==> src/rtl/pipeline_timer_bank.sv <==
// Memory-mapped bank of NUM_TIMERS reloadable up-counters, each with a prescaler,
// one-shot mode and write-1-to-clear pending status, combined into one interrupt line.
module pipeline_timer_bank #(
    parameter int unsigned NUM_TIMERS = 4,
    parameter int unsigned WIDTH      = 32,
    parameter logic [31:0] BASE_ADDR  = 32'h40000100,
    parameter int unsigned PSC_W      = 8
) (
    input  logic                  clk,
    input  logic                  reset,
    input  logic [31:0]           Addr,
    input  logic [31:0]           WriteData,
    input  logic                  MemRd,
    input  logic                  MemWr,
    output logic [31:0]           ReadData,
    output logic                  irqout,
    output logic [NUM_TIMERS-1:0] irq_vec
);

    logic [WIDTH-1:0]      th_q   [NUM_TIMERS];
    logic [WIDTH-1:0]      tl_q   [NUM_TIMERS];
    logic [PSC_W-1:0]      psc_q  [NUM_TIMERS];
    logic [PSC_W-1:0]      pcnt_q [NUM_TIMERS];
    logic [NUM_TIMERS-1:0] en_q, irq_en_q, oneshot_q, pend_q;

    logic [29:0]           word_off;
    logic                  aligned, gstat_sel;
    logic [1:0]            reg_sel;
    logic [NUM_TIMERS-1:0] ch_sel, tick, ovf;
    logic [NUM_TIMERS-1:0] wr_th, wr_tl, wr_tcon, wr_stat;

    // Word offset from the bank base; wraps to a huge value below BASE_ADDR so it never decodes.
    assign word_off  = Addr[31:2] - BASE_ADDR[31:2];
    assign aligned   = (Addr[1:0] == 2'b00);
    assign reg_sel   = word_off[1:0];
    assign gstat_sel = aligned && (word_off == 30'(4 * NUM_TIMERS));

    always_comb begin
        for (int c = 0; c < NUM_TIMERS; c++) begin
            ch_sel[c]  = aligned && (word_off[29:2] == 28'(c));
            tick[c]    = en_q[c] && (pcnt_q[c] == psc_q[c]);
            ovf[c]     = tick[c] && (tl_q[c] == {WIDTH{1'b1}});
            wr_th[c]   = MemWr && ch_sel[c] && (reg_sel == 2'd0);
            wr_tl[c]   = MemWr && ch_sel[c] && (reg_sel == 2'd1);
            wr_tcon[c] = MemWr && ch_sel[c] && (reg_sel == 2'd2);
            wr_stat[c] = MemWr && ch_sel[c] && (reg_sel == 2'd3);
        end
    end

    always_ff @(posedge clk or negedge reset) begin
        if (!reset) begin
            for (int c = 0; c < NUM_TIMERS; c++) begin
                th_q[c]   <= '0;
                tl_q[c]   <= '0;
                psc_q[c]  <= '0;
                pcnt_q[c] <= '0;
            end
            en_q      <= '0;
            irq_en_q  <= '0;
            oneshot_q <= '0;
            pend_q    <= '0;
        end else begin
            for (int c = 0; c < NUM_TIMERS; c++) begin
                if (wr_th[c]) th_q[c] <= WriteData[WIDTH-1:0];

                if (wr_tl[c])      tl_q[c] <= WriteData[WIDTH-1:0];
                else if (ovf[c])   tl_q[c] <= th_q[c];
                else if (tick[c])  tl_q[c] <= tl_q[c] + WIDTH'(1);

                if (wr_tcon[c]) begin
                    en_q[c]      <= WriteData[0];
                    irq_en_q[c]  <= WriteData[1];
                    oneshot_q[c] <= WriteData[2];
                    psc_q[c]     <= WriteData[8 +: PSC_W];
                    pcnt_q[c]    <= '0;
                end else begin
                    if (ovf[c] && oneshot_q[c]) en_q[c] <= 1'b0;
                    pcnt_q[c] <= (!en_q[c] || tick[c]) ? '0 : pcnt_q[c] + PSC_W'(1);
                end

                // Overflow wins against a same-edge clear so no event is lost.
                if (ovf[c])                             pend_q[c] <= 1'b1;
                else if (wr_stat[c] && WriteData[0])    pend_q[c] <= 1'b0;
            end
        end
    end

    always_comb begin
        ReadData = '0;
        if (MemRd) begin
            if (gstat_sel) ReadData[NUM_TIMERS-1:0] = pend_q;
            for (int c = 0; c < NUM_TIMERS; c++) begin
                if (ch_sel[c]) begin
                    case (reg_sel)
                        2'd0: ReadData[WIDTH-1:0] = th_q[c];
                        2'd1: ReadData[WIDTH-1:0] = tl_q[c];
                        2'd2: begin
                            ReadData[0]          = en_q[c];
                            ReadData[1]          = irq_en_q[c];
                            ReadData[2]          = oneshot_q[c];
                            ReadData[8 +: PSC_W] = psc_q[c];
                        end
                        default: ReadData[0] = pend_q[c];
                    endcase
                end
            end
        end
    end

    assign irq_vec = pend_q & irq_en_q;
    assign irqout  = |irq_vec;

endmodule
==> config.mk <==
export PLATFORM = sky130hd
export DESIGN_NAME = pipeline_timer_bank
export DESIGN_NICKNAME = d
export VERILOG_FILES = /design/src/rtl/pipeline_timer_bank.sv
export SDC_FILE = /design/constraint.sdc
export NUM_CORES = 1
export LEC_CHECK = 0
export CAP_MARGIN = 20
export CORE_ASPECT_RATIO = 1.1
export CORE_MARGIN = 8
export CORE_UTILIZATION = 45
export DETAILED_ROUTE_END_ITERATION = 16
export PLACE_DENSITY = 0.71
export SLEW_MARGIN = 20
export SYNTH_ARGS = -nofsm -noshare
export SYNTH_HDL_FRONTEND = slang
export SYNTH_SLANG_ARGS = --single-unit
==> constraint.sdc <==
create_clock -name clk -period 6.1 [get_ports clk]
set_input_delay 0.61 -clock clk [delete_from_list [all_inputs] [get_ports clk]]
set_output_delay 0.61 -clock clk [all_outputs]
set_load 0.005 [all_outputs]
### Word level (Yosys, flattened, before mapping)

Index checks and enable logic that the tools add are counted.

* flip-flop bits (word level): 336
* output and inout port bits: 37
* word-level logic and storage cells: 185

* add/sub/neg operators: 9
* equal/unequal tests: 15
* multiplexer cells: 63
* bitwise operators: 1
* reduce and logical (&&, ||, !) cells: 65

Operators by type and width (count)
* $mux 32: 17
* $add 32x1->32 const B: 4
* $eq 32x32->1 const B: 4
* $pmux 16 s2: 4
* $pmux 8 s3: 4
* $mux 8: 8
* $eq 28x2->1 const B: 2
* $logic_and 1x1->1: 41
* $pmux 5 s2: 4
* $add 8x1->8 const B: 4
* $eq 8x8->1: 4
* $eq 30x5->1 const B: 1
* $sub 30x29->30 const B: 1
* $eq 28x1->1 const B: 1
* $logic_not 28->1: 1
* $pmux 2 s3: 4
* $mux 1: 16
* $reduce_bool 2->1: 8
* $pmux 1 s3: 4
* $reduce_bool 3->1: 4
* $mux 4: 2
* $and 4x4->4: 1
* $eq 2x2->1 const B: 2
* $logic_not 1->1: 4
* other kinds (4): 8

### Depth between registers and ports, before layout

* depth in word-level cells: 14
* mapped depth: 12
* depth with buffers taken out: 9

### Worst setup path before layout

No wires, ideal clock.

* kind: input to output
* start point: input Addr[25]
* end point: output ReadData[30]
* arrival: 3.267 ns
* required time: 5.490 ns
* path slack: 2.223 ns
* stages: 9
* cell sequence: or4_1 -> nand2b_1 -> o31a_1 -> or3b_4 -> or3_1 -> buf_2 -> or3_1 -> buf_4 -> a2111oi_2

* longest elaborated chain between the ends: 11
* elaborated cells between the ends (all ways): 17
* those cells by class: 1 x add/sub; 3 x eq/ne; 8 x mux; 5 x reduce/logical

Ends and longest elaborated chain
* from (decl): line 11 `input logic [31:0] Addr,`
* $sub 30x29->30 (*): line 33 `assign word_off = Addr[31:2] - BASE_ADDR[31:2];`
* $logic_not 28->1: line 40 `ch_sel[c] = aligned && (word_off[29:2] == 28'(c));`
* $logic_and 1x1->1: line 40
* $mux 32: line 93 `if (ch_sel[c]) begin`
* $pmux 16 s2: line 94 `case (reg_sel)`
* $mux 32: line 93
* $pmux 16 s2: line 94
* $mux 32: line 93
* $pmux 16 s2: line 94
* $mux 32 (*): line 93
* $mux 32 (*): line 90 `if (MemRd) begin`
* to (decl): line 15 `output logic [31:0] ReadData,`

Every way passes the cells marked *; elsewhere a longest branch is shown, timed or not.

### Final worst setup path

* start point: input Addr[9]
* end point: output ReadData[27]

The elaborated chain is that of the path after synthesis.

==> summary.md <==
| Metric | Value |
|---|---|
| Die width | 219.3 um |
| DR DRC count | 0 |
| Fill count | 4009 |
| Worst-Skew Late Latency | 550 ps |
| EDFF count, synth | 0 |
| DR pass1 iterations | 7 |
| I/O Buffers | 104 |
| Synth cell types | 76 |
| Cell depth of the worst flop-to-flop path | 8 |
| Crit path DAT | 4730 ps |
| GRT Overall Usage | 26.02% |
| Worst hold slack | 17.98 ps |
| CTS sink count | 336 |
| Hold_buf cts | 0 |
| Final clock skew | 16.74 ps |
| Gp weighted congestion | 1.063 |
| Mapped Area | 0.02046 mm2 |
| DR vias/cell | 6.478 |
| Syn Inst Count | 2195 |
| Post-CTS Resized | 0 |
| Worst path buffer plus inverter count | 2 |
| Initial Utilization | 45.21% |
| Vias after detailed routing | 18390 |
| Most used cell along the critical path | clkdlybuf4s50_1 |
| Ys async rst share | 100.0% |
| Clock Path Buffers | 3 |
| # rows | 82 |
| Top cells by area, synth | dfrtp_1 (41%), mux2_2 (8.7%), mux2i_1 (5.5%), nand2_1 (3.9%), a21oi_1 (3.7%) |
| Wire per inst | 24.53 um |
| Layout cells sized above 1 | 14.88% |
| Setup TNS | 0 ps |
| Most frequent cells after synthesis | dfrtp_1 (336), nand2_1 (210), nor2_1 (183) |
| Leakage power total | 10.02 nW |
| CORE AREA | 0.04525 mm2 |
| Crit-path cells | clkdlybuf4s50_1 -> nor4_1 -> nand3_1 -> o21ai_0 -> nand4b_1 -> or3_1 -> or3_2 -> a2111oi_2 -> clkdlybuf4s50_1 |
| Area leader, netlist | dfrtp_1 |
| Critical Path Fanout Max | 20 |
| Final WL | 69.63 mm |
| Grt peak-use layer | met2 |
| Status | finished, final reports clean |
| Ant. Diodes | 0 |
| Post-CTS Setup Bufs | 0 |
| Synth Register Bits | 336 |
| Die area | 0.05254 mm2 |
| Period utilisation layout | 87.58% |
| Top FF cell, synth | dfrtp_1 |
| Sequential share of the synthesized area | 41.10% |
| Vias in the first global route | 17650 |
| CP Capture Type | primary output |
| Antenna violations before repair | 0 |
| Setup CP Type | input port to primary output |
| Instance area after placement | 0.02195 mm2 |
| Top delay family on crit path | simple AND/OR/NAND/NOR gates |
| Final Hold Viols | 0 |
| Max-cap check violation count | 0 |
| Setup violations, final | 0 |
| Die H | 239.6 um |
| M1 GR Usage | 32.31% |
| Largest net degree at the start of global routing | 157 |
| Minimum clock period | 5342 ps |
| Ys Warns | 0 |
| First-pass GRT wire length | 106.7 mm |
| Met2 usage | 40.51% |
| GRT overflow | 0 |
| Rel. slew slack | 18.75% |
| Nets | 2299 |
| Drt first-iter violations | 2248 |
| Pwr per Cell Area | 207.5 mW/mm2 |
| Synthesized Nets | 2271 |
| Startpoint Class | input port |
| Number of top-level pins | 105 |
| Max VDD drop | 192.5 uV |
| GRT met3 Usage | 4.584% |
| RSZ-0062 raised after global routing | false |
| Crit path required time | 5490 ps |
| Least-Margin Pin Slew | 1209 ps |
| TritonCTS clock tree | done |
| Mean Syn Cell Area | 9.319 um2 |
| CP max stage cell | or3_2 |
| Hold crit path type | input port to asynchronous set/reset pin |
| Clock root cell | clkbuf_16 |
| Count leader, synth | dfrtp_1 |
| Cts bufs inserted | 37 |
| Antenna-violating nets left | 0 |
| Fin. max-slew vios | 0 |
| Crit-path max cell delay | 760 ps |
| DP Wirelength | 49.16 mm |
| Stages on the worst setup path | 9 |
| Peak Freq | 0.1872 GHz |
| H-tree Lvls | 2 |
| Top-area cell type share of the netlist area | 41.10% |
| Clock-pin transition on the worst setup and hold timing paths | 60 ps |
| Final instance area | 0.02319 mm2 |
| Area grow syn2layout | 13.35% |
==> through the flow <==
step	util (%)	setup slack (ps)	cells	total power, mW
floorplan	-	2223	2195	2.356
global placement	48.51	720.8	2772	2.531
detailed placement	48.51	683.7	2772	2.533
CTS	51.24	674.0	2839	4.838
global route	51.25	529.7	2839	4.938
finish	51.25	757.6	2839	4.810
==> registers in the layout (all words and copies together), names as in the netlist <==
name	cells
en_q	4
irq_en_q	4
oneshot_q	4
pcnt_q	32
pend_q	4
psc_q	32
th_q	128
tl_q	128
==> kinds of logic (layout without fill, tap and decap cells) <==
family	count (synthesis)	count (layout)	share of synthesized area [%]
compound gates	512	512	16.04
xor+xnor	76	76	3.254
fa+ha+maj	8	8	0.4893
buf+inv	179	235	3.529
flops	336	336	41.10
mux	302	302	16.67
simple gates	782	782	18.91
==> power by group <==
part / internal (mW) / leakage, nW / switching, mW
clock network: 1.37 / 0.610 / 0.950
logic: 0.0763 / 5.23 / 0.188
registers: 2.23 / 4.18 / 0.00000510
==> cell usage in the layout (no fill, tap or decap), types with 29 or more instances in the layout <==
master / instances
dfrtp_1: 336
nand2_1: 210
nor2_1: 183
mux2_2: 158
a21oi_1: 153
o21ai_0: 131
mux2i_1: 112
nand3_1: 103
clkdlybuf4s50_1: 101
and3_1: 58
xor2_1: 52
o22ai_1: 46
nor3_1: 42
clkbuf_16: 39
nand4_1: 38
buf_4: 36
a211oi_1: 29
==> final cells by class <==
type	count	area [um2]	area share (%)
repair buffers	141	1333	5.747
inverters	27	101.3	0.4371
well taps	588	735.7	3.173
clock buffers	58	1137	4.905
flip-flops and latches	336	8408	36.26
clock inverters	9	101.3	0.4371
multi-input cells	1680	11370	49.04
==> metal layers <==
metal  up-vias  wire length, um
met5         -                0
met4         0             5747
met3       274             5667
met2       984            31570
met1      9011            26640
li1       8123                -
==> worst register-to-register path, stage by stage, from the launching register on <==
cell and delay, ps:
dfrtp_1 410, xor2_1 170, nor4_1 630, nand4_1 630, nor3_1 600, nand2_1 510, a21o_1 300, a222oi_1 200
a21oi_1 140
==> worst paths after layout <==
| kind | startpoint | slack, ps | end |
|---|---|---|---|
| worst max-delay path | Addr[9] | 760 | ReadData[27] |
| worst min-delay path | reset | 20 | pcnt_q[25] |
| worst max register to register | psc_q[4] | 2350 | tl_q[14] |
| worst min register to register | th_q[66] | 510 | th_q[66] |
| max in group asynchronous | reset | 4720 | th_q[83] |
| min in group clk | th_q[66] | 510 | th_q[66] |
(Power assumes the default switching activity.)
